$ cat config.mk
export PLATFORM = sky130hd
export DESIGN_NAME = miss_refill_ctrl
export DESIGN_NICKNAME = d
export VERILOG_FILES = /design/src/rtl/cache_pkg.sv /design/src/rtl/miss_refill_ctrl.sv
export SDC_FILE = /design/constraint.sdc
export NUM_CORES = 1
export LEC_CHECK = 0
export CORE_MARGIN = 2
export CORE_UTILIZATION = 33
export CTS_BUF_LIST = sky130_fd_sc_hd__clkbuf_4 sky130_fd_sc_hd__clkbuf_8 sky130_fd_sc_hd__clkbuf_16
export CTS_CLUSTER_SIZE = 14
export DETAILED_ROUTE_END_ITERATION = 12
export GPL_TIMING_DRIVEN = 0
export PLACE_DENSITY = 0.8
export SYNTH_ARGS = -nofsm -noshare
export SYNTH_HDL_FRONTEND = slang
export SYNTH_SLANG_ARGS = --single-unit
$ cat constraint.sdc
create_clock -name clk -period 2.05 [get_ports clk]
set_input_delay 0.41 -clock clk [delete_from_list [all_inputs] [get_ports clk]]
set_output_delay 0.41 -clock clk [all_outputs]
set_load 0.02 [all_outputs]
$ cat src/rtl/cache_pkg.sv
`default_nettype none
// ============================================================================
//  Module      : cache_pkg
//  Description : Shared cache types. Holds the miss/refill sequencer state
//                encoding and the default-geometry line-address type.
//  Revision    : 1.0 - initial release
// ============================================================================
package cache_pkg;

    // Miss/refill sequencer states, one miss in flight at a time.
    typedef enum logic [2:0] {
        IDLE    = 3'd0,
        VICTIM  = 3'd1,
        WB_REQ  = 3'd2,
        WB_DATA = 3'd3,
        RF_REQ  = 3'd4,
        RF_DATA = 3'd5,
        INSTALL = 3'd6
    } refill_state_t;

    // Default cache geometry.
    localparam int unsigned c_DEFAULT_INDEX_WIDTH = 5;
    localparam int unsigned c_DEFAULT_TAG_WIDTH   = 20;

    // Memory line address {tag, index} at the default geometry.
    typedef logic [c_DEFAULT_TAG_WIDTH+c_DEFAULT_INDEX_WIDTH-1:0] line_addr_t;

endpackage : cache_pkg
`default_nettype wire

$ cat src/rtl/miss_refill_ctrl.sv
`default_nettype none
// ============================================================================
//  Module      : miss_refill_ctrl
//  Description : Sequences one cache-line miss. It asks the replacement unit
//                for a victim way and writes that line back if it is dirty.
//                It then refills the line from memory and installs the new
//                tag.
//  Ports       : clk/rst          - clock, synchronous active-high reset
//                halt             - blocks acceptance of new misses only
//                miss_*           - miss handshake from the lookup stage
//                repl_*           - replacement unit drive / victim way
//                victim_*         - victim tag and valid&dirty (comb lookup)
//                mem_req_*        - line request (writeback or refill)
//                mem_w* / mem_r*  - writeback beats out, refill beats in
//                arr_*, fill_we   - data array way/word pointer and fill write
//                tag_we/tag_wdata - tag install
//                done             - one-cycle pulse when the line is installed
//  Revision    : 1.0 - initial release
// ============================================================================
module miss_refill_ctrl
    import cache_pkg::*;
#(
    parameter  int unsigned INDEX_WIDTH = 5,
    parameter  int unsigned SET_SIZE    = 2,
    parameter  int unsigned TAG_WIDTH   = 20,
    parameter  int unsigned LINE_WORDS  = 4,
    parameter  int unsigned DATA_WIDTH  = 32,
    localparam int unsigned WORD_BITS   = $clog2(LINE_WORDS)
) (
    input  logic                           clk,
    input  logic                           rst,
    input  logic                           halt,
    // lookup stage
    input  logic                           miss_valid,
    input  logic [INDEX_WIDTH-1:0]         miss_index,
    input  logic [TAG_WIDTH-1:0]           miss_tag,
    output logic                           miss_ready,
    // replacement unit
    output logic                           repl_valid,
    output logic [INDEX_WIDTH-1:0]         repl_index,
    output logic                           repl_miss,
    input  logic [SET_SIZE-1:0]            repl_evict_way,
    input  logic [TAG_WIDTH-1:0]           victim_tag,
    input  logic                           victim_dirty,
    // memory port
    output logic                           mem_req_valid,
    input  logic                           mem_req_ready,
    output logic                           mem_req_write,
    output logic [TAG_WIDTH+INDEX_WIDTH-1:0] mem_req_line,
    output logic                           mem_wvalid,
    output logic [DATA_WIDTH-1:0]          mem_wdata,
    input  logic                           mem_rvalid,
    input  logic [DATA_WIDTH-1:0]          mem_rdata,
    // data / tag arrays
    output logic [SET_SIZE-1:0]            arr_way,
    output logic [WORD_BITS-1:0]           arr_word,
    input  logic [DATA_WIDTH-1:0]          arr_rdata,
    output logic                           fill_we,
    output logic                           tag_we,
    output logic [TAG_WIDTH-1:0]           tag_wdata,
    output logic                           done
);

    localparam logic [WORD_BITS-1:0] c_LAST_WORD = WORD_BITS'(LINE_WORDS - 1);
    localparam logic [WORD_BITS-1:0] c_WORD_ONE  = WORD_BITS'(1);

    refill_state_t          r_state;
    logic [INDEX_WIDTH-1:0] r_index;
    logic [TAG_WIDTH-1:0]   r_tag;
    logic [SET_SIZE-1:0]    r_way;
    logic [TAG_WIDTH-1:0]   r_vtag;
    // Shared by writeback and refill. It always returns to 0 on leaving
    // either data phase, so each phase starts at word 0.
    logic [WORD_BITS-1:0]   r_word;

    logic w_last_word;
    assign w_last_word = (r_word == c_LAST_WORD);

    // ------------------------------------------------------------------------
    // Sequencer
    // ------------------------------------------------------------------------
    always_ff @(posedge clk) begin
        if (rst) begin
            r_state <= IDLE;
            r_index <= '0;
            r_tag   <= '0;
            r_way   <= '0;
            r_vtag  <= '0;
            r_word  <= '0;
        end else begin
            unique case (r_state)
                IDLE: begin
                    if (miss_valid && !halt) begin
                        r_index <= miss_index;
                        r_tag   <= miss_tag;
                        r_state <= VICTIM;
                    end
                end
                VICTIM: begin
                    // The dirty flag only steers this transition. It is not
                    // needed later, so it is consumed here and not stored.
                    r_way   <= repl_evict_way;
                    r_vtag  <= victim_tag;
                    r_word  <= '0;
                    r_state <= victim_dirty ? WB_REQ : RF_REQ;
                end
                WB_REQ: begin
                    if (mem_req_ready) begin
                        r_state <= WB_DATA;
                    end
                end
                WB_DATA: begin
                    // Memory never stalls writeback beats: one word per cycle.
                    r_word <= r_word + c_WORD_ONE;
                    if (w_last_word) begin
                        r_word  <= '0;
                        r_state <= RF_REQ;
                    end
                end
                RF_REQ: begin
                    if (mem_req_ready) begin
                        r_state <= RF_DATA;
                    end
                end
                RF_DATA: begin
                    // Gaps in mem_rvalid leave the pointer where it is.
                    if (mem_rvalid) begin
                        r_word <= r_word + c_WORD_ONE;
                        if (w_last_word) begin
                            r_word  <= '0;
                            r_state <= INSTALL;
                        end
                    end
                end
                INSTALL: begin
                    r_state <= IDLE;
                end
                default: begin
                    r_state <= IDLE;
                end
            endcase
        end
    end

    // ------------------------------------------------------------------------
    // Output decode from the registered state. While rst is high every
    // output is forced quiet. A reset that lands mid-miss therefore cannot
    // issue one last memory request or array write in its own cycle.
    // ------------------------------------------------------------------------
    logic w_run;
    assign w_run = !rst;

    assign miss_ready = !halt && (rst || (r_state == IDLE));

    always_comb begin
        repl_valid    = 1'b0;
        repl_index    = '0;
        repl_miss     = 1'b0;
        mem_req_valid = 1'b0;
        mem_req_write = 1'b0;
        mem_req_line  = '0;
        mem_wvalid    = 1'b0;
        mem_wdata     = '0;
        arr_way       = '0;
        arr_word      = '0;
        fill_we       = 1'b0;
        tag_we        = 1'b0;
        tag_wdata     = '0;
        done          = 1'b0;
        if (w_run) begin
            arr_way   = r_way;
            arr_word  = r_word;
            tag_wdata = r_tag;
            unique case (r_state)
                VICTIM: begin
                    repl_valid = 1'b1;
                    repl_miss  = 1'b1;
                    repl_index = r_index;
                end
                WB_REQ: begin
                    mem_req_valid = 1'b1;
                    mem_req_write = 1'b1;
                    mem_req_line  = {r_vtag, r_index};
                end
                WB_DATA: begin
                    mem_wvalid = 1'b1;
                    mem_wdata  = arr_rdata;
                end
                RF_REQ: begin
                    mem_req_valid = 1'b1;
                    mem_req_line  = {r_tag, r_index};
                end
                RF_DATA: begin
                    fill_we = mem_rvalid;
                end
                INSTALL: begin
                    tag_we = 1'b1;
                    done   = 1'b1;
                end
                default: begin
                end
            endcase
        end
    end

endmodule : miss_refill_ctrl
`default_nettype wire

==> metrics.txt <==
clock buffer depth 2; Final min period 2.10 ns; Num CTS Buffers 5; drt pass-1 iters 4; top post-synthesis cells by area dfxtp_1, nand2_1, and2_1, a21oi_1, a22o_1; fmax 477 MHz; Fin. Hold Viols 0; Leak Pwr 2.19 nW; WL/cell 16.1 um; routed wire length 10.9 mm; antenna violation net count after detailed routing 0; DR vias 3288; overall power 2.65 mW; Core ar. 0.00809 mm2; DRC viols 0; Arr. time, crit path 1.69 ns; share of cells above drive strength 1 0.261; first-pass GRT wire length 16.2 mm; initial antenna violation count 0; Comb power frac 0.329; Setup TNS -0.652 ns; PortBufs 179; htree depth 2; Detail Placement HPWL 7.67 mm; Buf+Inv Stages, Crit Path 5; cell count after synthesis 358; vias in the first global route 3225; Reg power frac 0.440; status complete, but fails checks; Max Cap Viol 0; Top delay family on crit path buffers and inverters; Min-Delay Path Class reg -> reg; violated checks negative setup slack; post-synth top area cell dfxtp_1; Worst Path Max Fanout 5; worst path cell trace buf_8, buf_6, nor3_4, buf_6, buf_6, a22o_1, buf_6; IO Pins 213; Worst Skew 0.0139 ns; max-slew violations 0; YS warnings 0; ANT cells 0; mean post-synth cell area 7.55 um2; Design Area, Final 0.00509 mm2; sequential-to-total area share from yosys stat 0.385; Int Power 1.81 mW; RSZ-0062 raised after global routing true; CTS Sinks 52; GPL Wtd Cong 0.818; CP max stage delay 0.37 ns; pin count of the biggest net entering global routing 17; Clk pwr share 0.232; post-synthesis cell area 0.00270 mm2; area share of the largest cell type after synthesis 0.385; Rel. slew slack 0.658; VDD IR-drop max 0.411 mV; critical path's slowest cell dfxtp_4; vias per inst 4.87; #FFs+latches synth 52; DR iter-0 viols 161; Setup CP Type reg -> out; Total GRT Usage 0.235; Die Width 94.5 um; Synth Net Count 477; Clock Pin Slew Worst Setup and Hold Paths 0.09 ns; Setup crit start kind flip-flop; fin worst setup slack -0.0472 ns; final period utilization 1.02; Die Area 0.00893 mm2; clk root buf clkbuf_8; worst-skew pair later-pin latency 0.30 ns; CTS tree yes; Final Util 0.629; FP Rows 33; Placed Cells 642; Worst Path Required 1.64 ns; initial core utilization 0.334; Die H 94.5 um; commonest non-fill, non-tap cell in the layout nand2_1; switching pwr 835 uW; Yosys cell types 32; Finished Layout Cells 675; Layout Nets 688; final hold slack 0.460 ns; Worst path most repeated cell buf_6; dpl ws -0.584 ns; placed cell areas 0.00463 mm2; Worst Tran Pin Value 0.509 ns; net switching fraction of the power 0.315; GRT overflow 0; most frequent cells in the layout nand2_1, clkdlybuf4s50_1, dfxtp_1; P&R area growth vs syn 88.2%; Power Dens Cells 520 mW/mm2; Setup-failing EPs final 25; Crit. End Element output pin; Fillers 690
logic make-up after synthesis:
family          synth area share
simple gates               0.355
fa+ha+maj                0.00463
buf+inv                   0.0593
xor+xnor                 0.00324
compound gates             0.189
mux                      0.00370
flops                      0.385
cell type report:
| type | count | area (um2) | share of cell area |
|---|---|---|---|
| Inverter | 4 | 22.5 | 0.00443 |
| Clock inverter | 2 | 13.8 | 0.00271 |
| Multi-Input combinational cell | 272 | 1600 | 0.314 |
| Sequential cell | 52 | 1050 | 0.207 |
| Timing Repair Buffer | 205 | 1980 | 0.389 |
| Tap cell | 105 | 131 | 0.0258 |
| Clock buffer | 6 | 82.6 | 0.0162 |
| Buffer | 29 | 206 | 0.0406 |
power by group through the flow:
stage	Sequential, mW	Clock, mW	Combinational (mW)
finish	1.16	0.613	0.870
global route	1.17	0.670	0.931
CTS	1.16	0.630	0.829
detailed placement	1.18	0	0.721
global placement	1.17	0	0.707
floorplan	1.16	0	0.389
cell usage after synthesis:
cell type  number
nor3_1          2
a21oi_1        48
a32oi_1         1
nand3b_1        1
xor2_1          1
a22o_1         20
nor2b_1        26
buf_4           4
and2_1         42
nand3b_2        1
o21bai_1        1
nor3b_2         1
dfxtp_1        52
a2bb2oi_1       1
mux2i_1         1
nor4_4          1
nand2_1        93
and3_1          1
inv_1           3
a211oi_1        1
o21ai_0         2
buf_2          14
o22a_1          2
nand2b_1        7
o32ai_2         1
inv_2           1
nor3_2          3
clkbuf_1       12
o21ai_1         1
ha_1            1
nor2_1         11
a22oi_1         2
state kept, by name, summed over array words and instances (netlist names):
signal / count
r_index: 5
r_state: 3
r_tag: 20
r_vtag: 20
r_way: 2
r_word: 2
timing repair:
action                                  CTS  global route
endpoints found under the setup margin   92            63
hold buffers                              0             0
gates resized for setup                 352            47
gates cloned                              2             0
pin swaps                                 7             6
buffers inserted                         21             4
routing by layer:
metal	part of all wire	routed length [um]	track usage
met3	0.083	906	0.0479
met4	0.033	357	0.0954
met5	0	0	0
met1	0.37	4000	0.251
met2	0.52	5640	0.445
worst reg2reg max path: cells and delay by family, from the launching register on:
family	cells	cell delay, ns
AND/OR/NAND/NOR	2	0.58
buffers and inverters	3	0.62
AO/OA/AOI/OAI	1	0.15
flip-flops	1	0.38
worst paths after layout:
kind,cells past startpoint,start,endpoint,slack [ns]
worst max register to register,6,r_state[1],r_tag[14],0.26
worst min register to register,2,r_vtag[18],r_vtag[18],0.46
worst min-delay path,2,r_vtag[18],r_vtag[18],0.46
worst max-delay path,7,r_state[2],mem_req_line[18],-0.05
Note: power is estimated with default switching activity, not from simulation.
